==> src/rtl/decoder_sequencer.sv <==
// Debounced four-switch sequencer that owns the 2-bit code word of the Go Board 2->4 LED decoder.
// Steps the code automatically (RUN) or by single-step presses (PAUSE), in WRAP or BOUNCE order.
module decoder_sequencer #(
  parameter int CLKS_PER_STEP = 12_500_000,
  parameter int DEBOUNCE_CLKS = 250_000
) (
  input  logic       i_Clk,
  input  logic       i_Reset,
  input  logic       i_Switch_1,
  input  logic       i_Switch_2,
  input  logic       i_Switch_3,
  input  logic       i_Switch_4,
  output logic [1:0] o_Code,
  output logic       o_Running,
  output logic       o_Dir,
  output logic       o_Mode,
  output logic       o_Step
);

  localparam int STEP_W = $clog2(CLKS_PER_STEP);
  localparam int DB_W   = $clog2(DEBOUNCE_CLKS + 1);
  localparam logic [STEP_W-1:0] STEP_LAST = STEP_W'(CLKS_PER_STEP - 1);
  localparam logic [DB_W-1:0]   DB_LAST   = DB_W'(DEBOUNCE_CLKS - 1);

  typedef enum logic {
    PAUSE = 1'b0,
    RUN   = 1'b1
  } state_t;

  logic [3:0] raw_sw;
  logic [3:0] press_ev;

  assign raw_sw = {i_Switch_4, i_Switch_3, i_Switch_2, i_Switch_1};

  // Per switch: two-flop synchronizer, hold-time debouncer, rising-edge press detector.
  generate
    for (genvar gi = 0; gi < 4; gi++) begin : g_sw
      logic            meta_reg;
      logic            sync_reg;
      logic            stable_reg;
      logic            stable_d_reg;
      logic [DB_W-1:0] cnt_reg;

      always_ff @(posedge i_Clk) begin
        if (i_Reset) begin
          meta_reg     <= 1'b0;
          sync_reg     <= 1'b0;
          stable_reg   <= 1'b0;
          stable_d_reg <= 1'b0;
          cnt_reg      <= '0;
        end else begin
          meta_reg     <= raw_sw[gi];
          sync_reg     <= meta_reg;
          stable_d_reg <= stable_reg;
          if (sync_reg == stable_reg) begin
            cnt_reg <= '0;
          end else if (cnt_reg == DB_LAST) begin
            cnt_reg    <= '0;
            stable_reg <= sync_reg;
          end else begin
            cnt_reg <= cnt_reg + 1'b1;
          end
        end
      end

      assign press_ev[gi] = stable_reg & ~stable_d_reg;
    end
  endgenerate

  state_t            state_reg;
  logic [STEP_W-1:0] step_cnt_reg;
  logic [1:0]        code_reg;
  logic              dir_reg;
  logic              mode_reg;
  logic              step_reg;

  logic       dir_eff;
  logic       mode_eff;
  logic       timed_step;
  logic       manual_step;
  logic       do_step;
  logic [1:0] code_next;
  logic       dir_next;

  // Direction/mode toggles land before any coincident step so the step sees the new settings.
  // A pause press wins over a coincident terminal count: nothing moves on that edge.
  always_comb begin
    dir_eff     = dir_reg ^ press_ev[1];
    mode_eff    = mode_reg ^ press_ev[3];
    timed_step  = (state_reg == RUN) && !press_ev[0] && (step_cnt_reg == STEP_LAST);
    manual_step = (state_reg == PAUSE) && press_ev[2];
    do_step     = timed_step | manual_step;
    code_next   = code_reg;
    dir_next    = dir_eff;
    if (do_step) begin
      if (!mode_eff) begin
        code_next = dir_eff ? (code_reg - 2'd1) : (code_reg + 2'd1);
      end else if (!dir_eff) begin
        if (code_reg == 2'd3) begin
          code_next = 2'd2;
          dir_next  = 1'b1;
        end else begin
          code_next = code_reg + 2'd1;
        end
      end else begin
        if (code_reg == 2'd0) begin
          code_next = 2'd1;
          dir_next  = 1'b0;
        end else begin
          code_next = code_reg - 2'd1;
        end
      end
    end
  end

  always_ff @(posedge i_Clk) begin
    if (i_Reset) begin
      state_reg    <= PAUSE;
      step_cnt_reg <= '0;
      code_reg     <= 2'd0;
      dir_reg      <= 1'b0;
      mode_reg     <= 1'b0;
      step_reg     <= 1'b0;
    end else begin
      code_reg <= code_next;
      dir_reg  <= dir_next;
      mode_reg <= mode_eff;
      step_reg <= do_step;
      case (state_reg)
        PAUSE: begin
          if (press_ev[0]) begin
            state_reg    <= RUN;
            step_cnt_reg <= '0;
          end
        end
        RUN: begin
          if (press_ev[0]) begin
            state_reg <= PAUSE;
          end else if (step_cnt_reg == STEP_LAST) begin
            step_cnt_reg <= '0;
          end else begin
            step_cnt_reg <= step_cnt_reg + 1'b1;
          end
        end
        default: state_reg <= PAUSE;
      endcase
    end
  end

  assign o_Code    = code_reg;
  assign o_Running = (state_reg == RUN);
  assign o_Dir     = dir_reg;
  assign o_Mode    = mode_reg;
  assign o_Step    = step_reg;

endmodule
==> config.mk <==
export PLATFORM = sky130hd
export DESIGN_NAME = decoder_sequencer
export DESIGN_NICKNAME = d
export VERILOG_FILES = /design/src/rtl/decoder_sequencer.sv
export SDC_FILE = /design/constraint.sdc
export NUM_CORES = 1
export LEC_CHECK = 0
export ABC_AREA = 0
export CAP_MARGIN = 20
export CORE_MARGIN = 4
export CORE_UTILIZATION = 66
export DETAILED_ROUTE_END_ITERATION = 6
export GPL_TIMING_DRIVEN = 0
export PLACE_DENSITY_LB_ADDON = 0.3
export SKIP_CTS_REPAIR_TIMING = 1
export SYNTH_ARGS = -nofsm -noshare
export SYNTH_HDL_FRONTEND = slang
export SYNTH_SLANG_ARGS = --single-unit
==> constraint.sdc <==
create_clock -name i_Clk -period 3.1 [get_ports i_Clk]
set_clock_uncertainty 0.1 [all_clocks]
set_input_delay 0.775 -clock i_Clk [delete_from_list [all_inputs] [get_ports i_Clk]]
set_output_delay 0.775 -clock i_Clk [all_outputs]
set_load 0.02 [all_outputs]
-- After elaboration in Yosys (flattened, before gate mapping)
Index checks and enable logic that the tools add are counted.
- $add $sub $neg: 7
- multiply operators: 0
- divide/modulo/power cells: 0
- order comparisons: 0
- eq/ne operators: 12
- shift operators: 0
- multiplexer cells: 17
- bitwise operators: 16
- reduce and logical (&&, ||, !) cells: 14
- operators with widths (cell ; count):
    adder 18 x 1 -> 18 bit (second input constant) ; 4
    equality test 18 bit (second input constant) ; 4
    two-way mux 24 bit ; 3
    case mux 24 bit (2 select lines) ; 1
    adder 24 x 1 -> 24 bit (second input constant) ; 1
    equality test 24 bit (second input constant) ; 1
    OR reduction 3 bit ; 4
    two-way mux 2 bit ; 5
    AND reduction 2 bit ; 5
    NOT 1 bit ; 9
    two-way mux 1 bit ; 7
    bitwise AND 1 bit ; 4
    equality test 1 bit ; 4
    != test 2 bit (second input constant) ; 2
    logical AND 1 bit ; 3
    adder 2 x 1 -> 2 bit (second input constant) ; 1
    equality test 2 bit (second input constant) ; 1
    zero test 2 bit ; 1
    case mux 1 bit (2 select lines) ; 1
    subtractor 2 x 1 -> 2 bit (second input constant) ; 1
    bitwise XOR 1 bit ; 2
    zero test 1 bit ; 1
    bitwise OR 1 bit ; 1
- register bits: 118
- bits in latches: 0
- memory bits (writable): 0
- ROM bits: 0
- input port bits: 6
- output and inout port bits: 6
- logic and storage cells: 92
- memories: 0

-- Depth between registers and ports, before layout
- depth in word-level cells: 7
- gate-level depth with buffers: 9
- gate-level depth less buffers: 7

-- Worst setup path after synthesis
OpenSTA, ideal clock, no wires.
- path kind: reg-to-reg
- start: register state_reg (netlist: o_Running)
- end: register step_cnt_reg[17]
- setup time: 0.117 ns
- arrival time: 1.828 ns
- required time: 2.883 ns
- path slack: 1.055 ns
- cell stages (with the launch flop): 7
- path buffers: 0
- period minus slack after synthesis: 2.045 ns
- cells stage by stage: dfxtp_1 > ha_1 > nand4b_1 > nor4_4 > nand4_1 > xor2_1 > nor2_1
- longest elaborated chain between the ends: 3
- elaborated cells between the ends (all ways): 5
- those cells by class: eq/ne: 2; mux: 1; bitwise: 1; reduce/logical: 1
- RTL lines (what ; RTL line ; source):
    from (decl) ; 70 ; state_t state_reg;
    from (signal assigned) ; 118 ; state_reg <= PAUSE;
    from (signal assigned) ; 132 ; state_reg <= RUN;
    from (signal assigned) ; 138 ; state_reg <= PAUSE;
    NOT 1 bit ; - ;
    != test 2 bit (no line) ; - ;
    AND reduction 2 bit (no line) ; - ;
    to (signal assigned) ; 142 ; step_cnt_reg <= step_cnt_reg + 1'b1;
    to (decl) ; 71 ; logic [STEP_W-1:0] step_cnt_reg;
Several ways; a longest one is shown, not always the timed one.
A chain may end at the register's enable or synchronous reset.

-- Worst setup path after layout
- start: register state_reg (netlist: o_Running)
- end: output o_Running
- RTL lines (what ; RTL line ; source):
    to (decl) ; 14 ; output logic o_Running,
No word-level cell between the ends.

==> results.cfg <==
[timing]
layout_min_cycle_time_ns = 2.536
hold_ws_ns = 0.3389
final_setup_margin_ns = 0.5637
timing.final.setup_violations = 0
drv_slew = 0
max_clock_freq_mhz = 394.3
worst_case_headroom_to_the_max_slew_limit_pct = 59.76
final.period_utilization_pct = 81.82
worst_tran_pin_value_ns = 0.5986
rsz0062_at_grt = no
timing_hold_violations_final = 0
setup-tns-final_ns = 0

[cells_and_area]
design_area_um2 = 6000
drive_gt1_share_pct = 9.165
diodes = 0
areaGrowthSynthToFinish_pct = 16.44
nFillCells = 431
layout.cells.non_filler = 710
most_common_library_cell_in_the_layout_ignoring_fill_and_taps = sky130_fd_sc_hd__nor2_1
net_total_in_the_final_layout = 612
final_core_utilization_pct = 80.98
largest_reg_flops = 72
mostFrequentLayoutCells = sky130_fd_sc_hd__nor2_1 (122), sky130_fd_sc_hd__dfxtp_1 (118), sky130_fd_sc_hd__xor2_1 (59), sky130_fd_sc_hd__nand3_1 (38), sky130_fd_sc_hd__nand2_1 (37)

[pwr]
power.switching_mw = 0.6794
power.ir.vdd_worst_mv = 0.4320
power_density_nw_per_um2 = 596.9
power.switching_fraction_pct = 18.97
power.static_leakage_nw = 2.075
part_of_the_total_power_dissipated_in_the_clock_network_pct = 56.2
total_power_mw = 3.581
combinationalPowerShare_pct = 1.2
intPower_mw = 2.902
seq_power_share_pct = 42.7

[setup_path]
critical-path-top-delay-family = buffers and inverters
timing.critical_path.slowest_stage_cell = sky130_fd_sc_hd__clkdlybuf4s50_1
crit_path_start_kind = flop
timing.critical_path.cells = clkdlybuf4s50_1
cp.arrival_ns = 1.66
required_ns = 2.22
timing.critical_path.depth = 1
rr_worst_depth = 6
max_stage_delay_ns = 0.67
timing_worst_setup_path_type = flop to output pin
worst-path-max-fanout = 8
worstSetupEndpointType = output pin
critical_path.n_buffers_inverters = 1

[routing]
vias = 4005
drt-vias-per-instance = 5.641
1st_pass_router_iterations = 4
drt_drc_violations_left = 0
wl_um = 10820
ant_nets = 0
number_of_drc_markers_after_the_initial_detailed_route_iteration = 188
wl_per_cell_um = 15.23

[clock_tree]
clock_tree.htree_level_count = 4
cts_tree = done
clkTransAtPathRegs_ns = 0.06
cts_bufs_inserted = 17
clock_tree.buffer_depth = 2
cts-root-buf = sky130_fd_sc_hd__clkbuf_8
cts.sink_count = 118
clk_latency_worst_skew_pair_ns = 0.50

[floorplanning]
dieHeight_um = 96.36
core_region_area_um2 = 7408
area_of_the_die_um2 = 9284
effective_utilization_at_floorplan_pct = 69.55
floorplan.io_pins = 12
die_w_um = 96.36
fp-row-count = 31

[placement]
hpwlAfterDp_um = 6505
placed_cell_area_um2 = 5386
place_ws_ns = 0.4730
gp_congestion = 0.8217
dpl.cell_count = 678
place.port_buffers = 11

[logic_synthesis]
syn-num-nets = 582
yosysSeqAreaShare_pct = 45.85
post_synth.cell_area_avg_um2 = 9.071
synthDistinctLibCells = 46
yosys_warnings = 0
synth_edf_count = 0
synth.cell_area_um2 = 5152
async_reset_ff_share_pct = 0
synth_seq_cells = 118
post_synth_inst_count = 568
dominantRegCellSynth = sky130_fd_sc_hd__dfxtp_1

[global_route]
groute.usage.overall_pct = 25.75
antenna_found_initial = 0
grt_first_pass_wirelength_um = 18470
largest_net_degree_at_the_start_of_global_routing = 17
first_global_vias = 4009
grt_remaining_overflow = 0

[hold_path]
hold_path_class = flop to flop
hold-path-cell-count = 1

[run_status]
status = completed

[flow_run]
max_cap_violations = 0
==> cells by family (layout without fill, tap and decap cells) <==
group / Yosys count / in the layout / synth area share, %
and+or+nand+nor: 305 / 305 / 31.06
DFF: 118 / 118 / 45.85
xor gates and xnor gates: 90 / 90 / 15.30
buffers and inverters: 26 / 69 / 2.671
AOI/OAI and AO/OA: 17 / 17 / 2.404
adders and majority gates: 8 / 8 / 1.943
muxes: 4 / 4 / 0.7771
==> Yosys cell counts, types with 2 or more instances <==
master                       n  area, um^2
sky130_fd_sc_hd__nor3_1      7       35.03
sky130_fd_sc_hd__nand2_1    37       138.9
sky130_fd_sc_hd__nand4_1    18       112.6
sky130_fd_sc_hd__clkbuf_1    7       26.28
sky130_fd_sc_hd__nor2_1    122       457.9
sky130_fd_sc_hd__and4_1      8       70.07
sky130_fd_sc_hd__mux2i_1     4       40.04
sky130_fd_sc_hd__nand3_1    38       190.2
sky130_fd_sc_hd__nor4b_1     6       52.55
sky130_fd_sc_hd__nand3b_1    4       30.03
sky130_fd_sc_hd__buf_6       2       22.52
sky130_fd_sc_hd__nor3b_1     3       22.52
sky130_fd_sc_hd__buf_4       6       45.04
sky130_fd_sc_hd__nand2b_1    9       56.30
sky130_fd_sc_hd__nor2b_1    16       100.1
sky130_fd_sc_hd__or2_1       4       25.02
sky130_fd_sc_hd__ha_1        8       100.1
sky130_fd_sc_hd__nor4_4      2       42.54
sky130_fd_sc_hd__nor4_2      5       62.56
sky130_fd_sc_hd__buf_2       2       10.01
sky130_fd_sc_hd__nor4_1      3       18.77
sky130_fd_sc_hd__xor2_1     59       516.8
sky130_fd_sc_hd__dfxtp_1   118        2362
sky130_fd_sc_hd__o21ai_0     3       15.01
sky130_fd_sc_hd__a21oi_1     7       35.03
sky130_fd_sc_hd__and3_1     13       81.33
sky130_fd_sc_hd__xnor2_1    31       271.5
sky130_fd_sc_hd__inv_1       8       30.03
==> path summary, 6_finish.rpt <==
| kind | slack (ns) | start | end |
|---|---|---|---|
| setup / recovery | 0.56 | o_Running | o_Running |
| hold / removal | 0.34 | g_sw[3].meta_reg | g_sw[3].sync_reg |
| setup reg to reg | 0.75 | o_Running | step_cnt_reg[13] |
| hold reg to reg | 0.34 | g_sw[3].meta_reg | g_sw[3].sync_reg |
==> layer usage <==
| layer | vias to the layer above | share of wire [%] | track usage (%) |
|---|---|---|---|
| li1 | 1968 | - | - |
| met1 | 1918 | 42 | 30.15 |
| met2 | 98 | 52 | 44.91 |
| met3 | 21 | 3.8 | 6.802 |
| met4 | 0 | 1.8 | 9.813 |
| met5 | - | 0 | 0 |
==> final cells by class <==
cell class | instances | area (um^2) | share of cell area, %
clock buffers | 22 | 462.9 | 7.716
flip-flops and latches | 118 | 2362 | 39.37
plain buffers | 18 | 107.6 | 1.794
well taps | 99 | 123.9 | 2.065
clock inverters | 10 | 150.1 | 2.503
repair buffers | 11 | 110.1 | 1.835
inverters | 8 | 30.03 | 0.5005
multi-input cells | 424 | 2653 | 44.21
==> power by group through the flow <==
| stage | logic (mW) | registers [mW] | clock network [mW] |
|---|---|---|---|
| after floorplan | 0.0260 | 1.56 | 0 |
| after global routing | 0.0459 | 1.53 | 2.10 |
| after detailed placement | 0.0410 | 1.56 | 0 |
| final | 0.0427 | 1.53 | 2.01 |
| after global placement | 0.0398 | 1.56 | 0 |
| after CTS | 0.0423 | 1.53 | 2.03 |
No activity file was read; power rests on OpenSTA's default activity.
